==> config.mk <==
export PLATFORM = sky130hd
export DESIGN_NAME = sar_nbit_ctrl
export DESIGN_NICKNAME = d
export VERILOG_FILES = /design/src/rtl/sar_pkg.sv /design/src/rtl/sar_cycle_timer.sv /design/src/rtl/sar_nbit_ctrl.sv
export SDC_FILE = /design/constraint.sdc
export NUM_CORES = 1
export LEC_CHECK = 0
export CAP_MARGIN = 20
export CORE_MARGIN = 3
export CORE_UTILIZATION = 45
export CTS_CLUSTER_SIZE = 24
export DETAILED_ROUTE_END_ITERATION = 12
export GPL_TIMING_DRIVEN = 0
export PLACE_DENSITY = 0.67
export SLEW_MARGIN = 20
export SYNTH_ARGS = -nofsm -noshare
export SYNTH_HDL_FRONTEND = slang
export SYNTH_HIERARCHICAL = 1
export SYNTH_SLANG_ARGS = --single-unit
==> constraint.sdc <==
create_clock -name clock -period 3.5 [get_ports clock]
set_input_delay 0.35 -clock clock [delete_from_list [all_inputs] [get_ports clock]]
set_output_delay 0.35 -clock clock [all_outputs]
set_load 0.02 [all_outputs]
==> src/rtl/sar_pkg.sv <==
// ============================================================================
// sar_pkg
// ----------------------------------------------------------------------------
// Shared definitions for the N-bit successive-approximation ADC controller:
//   - state encoding (plain localparams so the encoding stays stable for
//     legacy tooling and waveform scripts)
//   - width of the shared cycle timer
//   - cw_of(): width helper used for the channel and bit-index buses
// ============================================================================
package sar_pkg;

    localparam int ST_W = 4;
    typedef logic [ST_W-1:0] state_t;

    localparam state_t ST_RESET     = 4'd0;
    localparam state_t ST_WAIT      = 4'd1;
    localparam state_t ST_SAMPLE    = 4'd2;
    localparam state_t ST_HOLD      = 4'd3;
    localparam state_t ST_HIGH      = 4'd4;
    localparam state_t ST_SETTLE    = 4'd5;
    localparam state_t ST_CHECK     = 4'd6;
    localparam state_t ST_STOREWAIT = 4'd7;
    localparam state_t ST_STORE     = 4'd8;
    localparam state_t ST_DONE      = 4'd9;

    // Sample and settle counts both fit in 0..15.
    localparam int TMR_W = 4;

    // Bits needed to address n items, never less than one bit so that a
    // single-channel build still has a legal 1-bit select bus.
    function automatic int cw_of(input int n);
        if (n <= 2) begin
            return 1;
        end
        return $clog2(n);
    endfunction

endpackage

==> src/rtl/sar_cycle_timer.sv <==
// ============================================================================
// sar_cycle_timer
// ----------------------------------------------------------------------------
// Loadable 4-bit down-counter with a zero flag. The controller loads it with
// (cycles - 1) on entry to a timed state and leaves that state on the cycle
// where zero is seen, so a load of 0 gives a one-cycle stay.
//
// Ports:
//   clock     in   rising-edge clock
//   reset     in   asynchronous, active-low reset (count cleared)
//   load      in   load load_val this cycle (has priority over dec)
//   load_val  in   value to load
//   dec       in   decrement this cycle; saturates at zero
//   zero      out  count is zero
// ============================================================================
module sar_cycle_timer
    import sar_pkg::*;
(
    input  logic             clock,
    input  logic             reset,
    input  logic             load,
    input  logic [TMR_W-1:0] load_val,
    input  logic             dec,
    output logic             zero
);

    logic [TMR_W-1:0] cnt_q;
    logic [TMR_W-1:0] cnt_d;

    // Saturating at zero keeps a stray decrement from wrapping to 15.
    always_comb begin
        cnt_d = cnt_q;
        if (load) begin
            cnt_d = load_val;
        end else if (dec && (cnt_q != '0)) begin
            cnt_d = cnt_q - 1'b1;
        end
    end

    always_ff @(posedge clock or negedge reset) begin
        if (!reset) begin
            cnt_q <= '0;
        end else begin
            cnt_q <= cnt_d;
        end
    end

    assign zero = (cnt_q == '0);

endmodule

==> src/rtl/sar_nbit_ctrl.sv <==
// ============================================================================
// sar_nbit_ctrl
// ----------------------------------------------------------------------------
// N-bit, multi-channel successive-approximation ADC controller. Drives the
// sample/hold switch, the DAC trial word and the analog mux, resolves one bit
// per trial from the comparator, and latches the result with its channel tag.
// Every output is a register; each state performs its action on the clock
// edge that leaves it.
//
// Ports:
//   clock      in   rising-edge clock
//   reset      in   asynchronous, active-low reset
//   nStartCnv  in   active-low start request, only looked at in WAIT
//   chSel      in   channel to convert, captured when a start is accepted
//   CompOut    in   comparator, 1 = DAC above input -> drop the trial bit
//   SH         out  sample/hold control, 1 = sample
//   MuxSel     out  analog mux select
//   B          out  DAC trial word
//   dataOut    out  last completed conversion result
//   chanOut    out  channel tag belonging to dataOut
//   nEndCnv    out  0 = idle / result valid, 1 = conversion running
// ============================================================================
module sar_nbit_ctrl
    import sar_pkg::*;
#(
    parameter  int NBITS      = 8,
    parameter  int NCHAN      = 4,
    parameter  int SAMPLE_CYC = 1,
    parameter  int SETTLE_CYC = 1,
    localparam int CW         = cw_of(NCHAN)
)(
    input  logic             clock,
    input  logic             reset,
    input  logic             nStartCnv,
    input  logic [CW-1:0]    chSel,
    input  logic             CompOut,
    output logic             SH,
    output logic [CW-1:0]    MuxSel,
    output logic [NBITS-1:0] B,
    output logic [NBITS-1:0] dataOut,
    output logic [CW-1:0]    chanOut,
    output logic             nEndCnv
);

    localparam int               KW          = cw_of(NBITS);
    localparam logic [KW-1:0]    K_TOP       = KW'(NBITS - 1);
    localparam logic [TMR_W-1:0] SAMPLE_LOAD = TMR_W'(SAMPLE_CYC - 1);
    localparam logic [TMR_W-1:0] SETTLE_LOAD = TMR_W'((SETTLE_CYC > 0) ? (SETTLE_CYC - 1) : 0);

    state_t           state_q, state_d;
    logic             sh_q, sh_d;
    logic [CW-1:0]    mux_q, mux_d;
    logic [NBITS-1:0] b_q, b_d;
    logic [NBITS-1:0] data_q, data_d;
    logic [CW-1:0]    chan_q, chan_d;
    logic             nend_q, nend_d;
    logic [KW-1:0]    k_q, k_d;

    logic             tmr_load;
    logic [TMR_W-1:0] tmr_load_val;
    logic             tmr_dec;
    logic             tmr_zero;

    // One timer serves both SAMPLE and SETTLE; the two never overlap.
    sar_cycle_timer u_timer (
        .clock    (clock),
        .reset    (reset),
        .load     (tmr_load),
        .load_val (tmr_load_val),
        .dec      (tmr_dec),
        .zero     (tmr_zero)
    );

    // Next-state and next-output logic. Trial bit k is set in HIGH and,
    // after the optional settle wait, kept or dropped in CHECK using the
    // comparator that has been looking at the trial word.
    always_comb begin
        state_d      = state_q;
        sh_d         = sh_q;
        mux_d        = mux_q;
        b_d          = b_q;
        data_d       = data_q;
        chan_d       = chan_q;
        nend_d       = nend_q;
        k_d          = k_q;
        tmr_load     = 1'b0;
        tmr_load_val = '0;
        tmr_dec      = 1'b0;

        case (state_q)
            ST_RESET: begin
                state_d = ST_WAIT;
            end
            ST_WAIT: begin
                if (!nStartCnv) begin
                    mux_d        = chSel;
                    tmr_load     = 1'b1;
                    tmr_load_val = SAMPLE_LOAD;
                    state_d      = ST_SAMPLE;
                end
            end
            ST_SAMPLE: begin
                sh_d   = 1'b1;
                b_d    = '1;
                nend_d = 1'b1;
                if (tmr_zero) begin
                    state_d = ST_HOLD;
                end else begin
                    tmr_dec = 1'b1;
                end
            end
            ST_HOLD: begin
                sh_d    = 1'b0;
                b_d     = '0;
                k_d     = K_TOP;
                state_d = ST_HIGH;
            end
            ST_HIGH: begin
                b_d[k_q] = 1'b1;
                if (SETTLE_CYC > 0) begin
                    tmr_load     = 1'b1;
                    tmr_load_val = SETTLE_LOAD;
                    state_d      = ST_SETTLE;
                end else begin
                    state_d = ST_CHECK;
                end
            end
            ST_SETTLE: begin
                if (tmr_zero) begin
                    state_d = ST_CHECK;
                end else begin
                    tmr_dec = 1'b1;
                end
            end
            ST_CHECK: begin
                if (CompOut) begin
                    b_d[k_q] = 1'b0;
                end
                if (k_q == '0) begin
                    state_d = ST_STOREWAIT;
                end else begin
                    k_d     = k_q - 1'b1;
                    state_d = ST_HIGH;
                end
            end
            ST_STOREWAIT: begin
                state_d = ST_STORE;
            end
            ST_STORE: begin
                data_d  = b_q;
                chan_d  = mux_q;
                state_d = ST_DONE;
            end
            ST_DONE: begin
                nend_d  = 1'b0;
                state_d = ST_WAIT;
            end
            default: begin
                state_d = ST_RESET;
            end
        endcase
    end

    // A reset mid-conversion throws away the partial result along with
    // everything else.
    always_ff @(posedge clock or negedge reset) begin
        if (!reset) begin
            state_q <= ST_RESET;
            sh_q    <= 1'b0;
            mux_q   <= '0;
            b_q     <= '0;
            data_q  <= '0;
            chan_q  <= '0;
            nend_q  <= 1'b0;
            k_q     <= '0;
        end else begin
            state_q <= state_d;
            sh_q    <= sh_d;
            mux_q   <= mux_d;
            b_q     <= b_d;
            data_q  <= data_d;
            chan_q  <= chan_d;
            nend_q  <= nend_d;
            k_q     <= k_d;
        end
    end

    assign SH      = sh_q;
    assign MuxSel  = mux_q;
    assign B       = b_q;
    assign dataOut = data_q;
    assign chanOut = chan_q;
    assign nEndCnv = nend_q;

endmodule

After elaboration in Yosys (flattened, before gate mapping). Cells that the tools add are included.

Bitwise operators: 4. $add $sub $neg: 2. $lt $le $gt $ge: 2. Eq/ne operators: 14. Reduce and logical (&&, ||, !) cells: 17. Muxes and demuxes: 19.

Operators with widths (count): $pmux 4 s9 (1); $pmux 8 s4 (1); $mux 4 (5); $eq 4x3->1 const B (4); $ne 2x2->1 const B (5); $and 8x8->8 (1); $eq 4x2->1 const B (2); $eq 4x4->1 const B (2); $logic_not 4->1 (2); $mux 8 (1); $not 8->8 (1); $or 8x8->8 (1); $reduce_bool 2->1 (4); $reduce_bool 4->1 (2); $pmux 1 s2 (3); $pmux 3 s2 (1); $reduce_and 2->1 (3); $eq 4x1->1 const B (1); $lt 3x4->1 const B (1); $mux 1 (4); $reduce_or 2->1 (2); $sub 4x1->4 const B (1); $demux 1 s3 (1); $ge 3x1->1 const B (1); other kinds (7) (8).

Word-level logic and storage cells: 67. Flip-flop bits (word level): 33. Bits of input ports: 6.

Longest topological paths before layout.
Word-level depth: 8. Depth in mapped cells: 9. Gate-level depth less buffers: 7.

Hierarchy. Netlist, hierarchy kept.

By module, submodules not included: sar_nbit_ctrl (sequential area each 725.7 µm², cells each 158, instances 1, area each 1614.0 µm²); sar_cycle_timer (sequential area each 100.1 µm², cells each 27, instances 1, area each 270.3 µm²).

Least setup slack after synthesis. OpenSTA, ideal clock, no wires.

Path kind: reg-to-reg. Start: reg state_q[1]. End: reg u_timer.cnt_q[1]. Library setup time: 0.080 ns. Path slack: 1.649 ns. Stages on the path, launching flop included: 9. Clock period less this slack: 1.851 ns. Buffers on the path: 2. Arrival: 1.771 ns. Cell sequence: dfrtp_1 -> buf_2 -> buf_2 -> nor2_1 -> a21oi_1 -> nor3_1 -> inv_1 -> or4_1 -> o211ai_2.

Word-level cells in the longest chain between the ends: 5. Elaborated cells on any way between the ends: 10. Classes of those cells: eq/ne (4); mux (3); reduce/logical (3).

Ends and longest elaborated chain: from (decl) (RTL line sar_nbit_ctrl.sv:50) `state_t state_q, state_d;`; from (signal assigned) (RTL line sar_nbit_ctrl.sv:177) `state_q <= state_d;`; $eq 4x3->1 / $eq 4x2->1 (equally long branches) (RTL line sar_nbit_ctrl.sv:90) `case (state_q)`; $reduce_or 2->1 (no line) *; $mux 1 *; named net tmr_dec (RTL line sar_nbit_ctrl.sv:61) `logic tmr_dec;`; $logic_and 1x1->1 * (RTL line sar_cycle_timer.sv:35) `end else if (dec && (cnt_q != '0)) begin`; $reduce_bool 2->1 (no line) *; to (signal assigned) (RTL line sar_cycle_timer.sv:44) `cnt_q <= cnt_d;`; to (decl) (RTL line sar_cycle_timer.sv:27) `logic [TMR_W-1:0] cnt_q;`.

Mark *: on every way through the listed nets, which the timed path passes. The rest lies on a longest branch. A chain may end at the register's enable or synchronous reset.

Worst setup path in the final report. Same ends and word-level chain as after synthesis.

==> run summary <==
The floorplan step set the die height to 70.71 um. Counting every instance in the synthesized netlist gives 185. TritonCTS built the clock tree. The first global-routing pass estimated 6.927 mm of wire.

The startpoint identified for the worst register-to-register timing path is state_q[1]. At the end of the flow, the number of nets in the layout was 231. In the global route stage, overall resource usage came out at 16.96%. STA classifies the critical path endpoint as a register. On the critical path the largest part of the delay comes from simple AND/OR/NAND/NOR gates. In the post-route analysis, the smallest setup slack over all paths is 1.398 ns. IR analysis of the VDD net gives a maximum drop of 542.5 uV. The clock period could shrink to 2.102 ns.

Of all flip-flops after synthesis, the portion carrying an async set or reset was 100.0%. The final routed DRC violation total was 0; the delay of the slowest cell on the worst path was 0.50 ns. The floorplan step defined a core boundary enclosing 3854 um2.

Tightest slew margin relative to the limit: 51.94%. Synthesis inferred 33 register bits. After floorplanning, the core was divided into 22 placement rows. Among all stages on the critical path, the largest delay is contributed by or4_1.

Startpoint type of the worst setup path: a register. In this design, the critical path's most frequently occurring cell is buf_2. The number of clock sinks is 33. Counting along the longest clock path gives a buffer depth of 2. In this run the power density over the cells is 1028 nW/um2.

The width of the die works out to 70.71 um. Leaving out fill and tap cells, the most frequent cell in the layout is dfrtp_1. Dividing the synthesized area by the synthesized cell count gives 10.19 um2. For the instance count after placement with tap cells included, the log shows 263. After clock tree synthesis, the flow added hold-fix buffers numbering 0. For the first-pass iteration count of the detailed router, the log shows 4. The number of clock buffers added by TritonCTS is 5. The run finished with clean final reports.

The worst path uses 60.06% of the clock period. In this run the worst hold path is classified as input port to asynchronous set/reset pin. Setup repair after global routing left no endpoint under its margin. The synthesized netlist contains 47 unique library cells.

The sum of overflow across all layers after global routing is 0, and the overall die area is 5000 um2. The detail route stage leaves a number of antenna-violating nets equal to 0. Post-CTS repair changed the size of 0 cells. Summed over all failing endpoints, the final setup total negative slack is 0 ns. For this design the top-level I/O count stands at 28. For the count of warnings emitted by yosys, the log shows 6.

The repair_antennas step left the layout with diodes totalling 0. The number of flops mapped to enable cells by yosys is 0, and the number of H-tree levels is 2. From synthesis to final layout, the design area changed by 24.04%. Across the run, the number of max-cap violations was 0. For the worst setup path, the data arrival time is 2.30 ns. For the final database, setup skew stands at 0.001218 ns.

The logs give 0.8985 for the last weighted congestion value of the routability-driven placer and 133 for the violation count after the first detailed-routing iteration. The tools report the worst flop-to-flop path endpoint as u_timer/cnt_q[1]. The tools report the flop-to-flop setup slack as 1.40 ns.

Dividing the detail-routed via count by the number of cells gives 5.579. Clock root buffer: clkbuf_8. The number of max-slew violations in the final report is 0.

Routed length per instance: 14.27 um. Sequential cells were found to cover 43.82% of the synthesized design area. The run gives 0 as the initial antenna violation count.

Across all layers, the routed design uses 1512 vias. Setup violations remaining at the end of the flow were counted as 0. For this run, the top clock speed supported by timing is 0.4757 GHz. Timing analysis after detailed placement gives a worst setup slack of 1.409 ns.

The count of non-filler cells in the finished layout was 271. The tools report the total count of hold-check failures in the final report as 0. The cell area after technology mapping is 1884 um2. Walking the worst path, the cells encountered are buf_2 -> buf_2 -> a21oi_1 -> nor3_1 -> inv_1 -> or4_1 -> o211ai_2.

For the pin with the worst max-slew slack, the measured transition is 0.7209 ns. Among all flip-flop cells after synthesis, the most frequent one is dfrtp_1. Buffers added to address setup during post-CTS repair amount to 0. The top cell types in the final layout, fill and taps aside, are dfrtp_1 (33), clkdlybuf4s50_1 (26), a21oi_1 (24). For this configuration, the core starts out at a cell density of 48.90%.

For the total leakage power, the log shows 0.9862 nW. The via count of the first global-routing pass is 1507. The routed design has 3.867 mm of wire. In this run the worst path has a maximum fanout of 10.

By startpoint and endpoint, the worst setup path is classified as register to register. Measured in cells, the most critical reg-to-reg path has a length of 7. The register clock-pin slew on the reported worst setup and hold paths was 0.06 ns; the required time at the endpoint of the critical path was 3.70 ns. Summed over all nets, the half-perimeter wirelength after detailed placement is 2.859 mm.

Entering global routing, the biggest net connects 34 pins. The number of buffers and inverters on the critical path is 3. For the worst-skew pair, the clock arrives at the later sink with an insertion delay of 0.27 ns.

The count of buffers added on input and output ports is 27. The post-route netlist has 16.14% of its cells at a drive strength greater than 1.
-- layout make-up --
type	count	area [um2]
flip-flops and latches	33	825.8
repair buffers	27	265.3
multi-input cells	135	964.7
fillers	333	1516
well taps	48	60.06
plain buffers	14	82.58
inverters	6	22.52
clock inverters	1	30.03
clock buffers	7	86.33
-- worst max path at each step --
stage               depth (start not counted)       start          endpoint  slack (ns)
floorplan                                   8  state_q[1]  u_timer/cnt_q[1]        1.65
global placement                            7  state_q[1]  u_timer/cnt_q[1]        1.45
detailed placement                          7  state_q[1]  u_timer/cnt_q[3]        1.41
CTS                                         7  state_q[1]  u_timer/cnt_q[1]        1.40
global route                                8  state_q[1]  u_timer/cnt_q[3]        1.20
finish                                      7  state_q[1]  u_timer/cnt_q[1]        1.40
-- worst register-to-register path, delay by kind of cell, from the launching register on --
kind,cells,cell delay (ns)
AND/OR/NAND/NOR,2,0.80
buffers and inverters,3,0.65
flip-flops,1,0.41
AO/OA/AOI/OAI,2,0.17
-- synthesized netlist by cell type, drive strengths merged, types with 2 or more instances --
library cell | count | area share [%]
nor3b | 3 | 1.5
buf | 11 | 3.8
dfrtp | 33 | 44
nand2b | 3 | 1.0
inv | 6 | 1.2
nor3 | 12 | 3.2
nor2 | 14 | 3.3
nand2 | 9 | 1.8
nor2b | 4 | 1.3
o21ai | 7 | 1.9
nand3 | 2 | 0.53
mux2 | 12 | 7.2
ha | 3 | 2.0
o21bai | 2 | 0.80
a211oi | 8 | 5.3
a31oi | 6 | 2.0
nor4b | 2 | 1.6
nand3b | 2 | 0.80
a21oi | 24 | 6.4
o211ai | 2 | 1.1
clkbuf | 3 | 0.60
-- layer usage --
layer	vias to the layer above	share of wire [%]	global-route usage (%)
met2	38	50	28.12
met4	0	0.26	3.132
met3	2	4.2	4.403
met1	728	46	22.65
li1	744	-	-
met5	-	0	0
-- registers in the layout (all words and copies together) (netlist names) --
| name | count |
|---|---|
| u_timer/cnt_q | 4 |
| MuxSel | 2 |
| k_q | 3 |
| state_q | 4 |
| B | 8 |
| chanOut | 2 |
| dataOut | 8 |
| nEndCnv | 1 |
| SH | 1 |
-- stage by stage --
step | utilization [%] | hold slack [ns] | power [mW] | area (um2)
6_report | 60.65 | 0.1281 | 2.404 | 2337
5_1_grt | 60.65 | 0.1877 | 2.599 | 2337
4_1_cts | 60.65 | 0.1480 | 2.425 | 2337
2_1_floorplan | - | 0.05441 | 1.628 | 1896
3_5_place_dp | 57.63 | 0.4485 | 2.054 | 2221
3_3_place_gp | 57.76 | 0.4666 | 2.008 | 2226
-- where the power goes --
group / switching, mW / internal, mW / total (mW)
clock network: 0.129 / 0.232 / 0.361
registers: 0.128 / 0.560 / 0.688
logic: 0.745 / 0.610 / 1.35
total: 1.00 / 1.40 / 2.40
-- kinds of logic (layout without fill, tap and decap cells) --
logic type,count (synthesis),after routing,share of synthesized area (%)
buf+inv,20,55,5.577
xor+xnor,1,1,0.4649
simple gates,57,57,17.80
compound gates,57,57,22.44
mux,13,13,7.703
flops,33,33,43.82
other cells,1,4,0.1990
fa+ha+maj,3,3,1.992
Note: power is estimated with default switching activity, not from simulation.
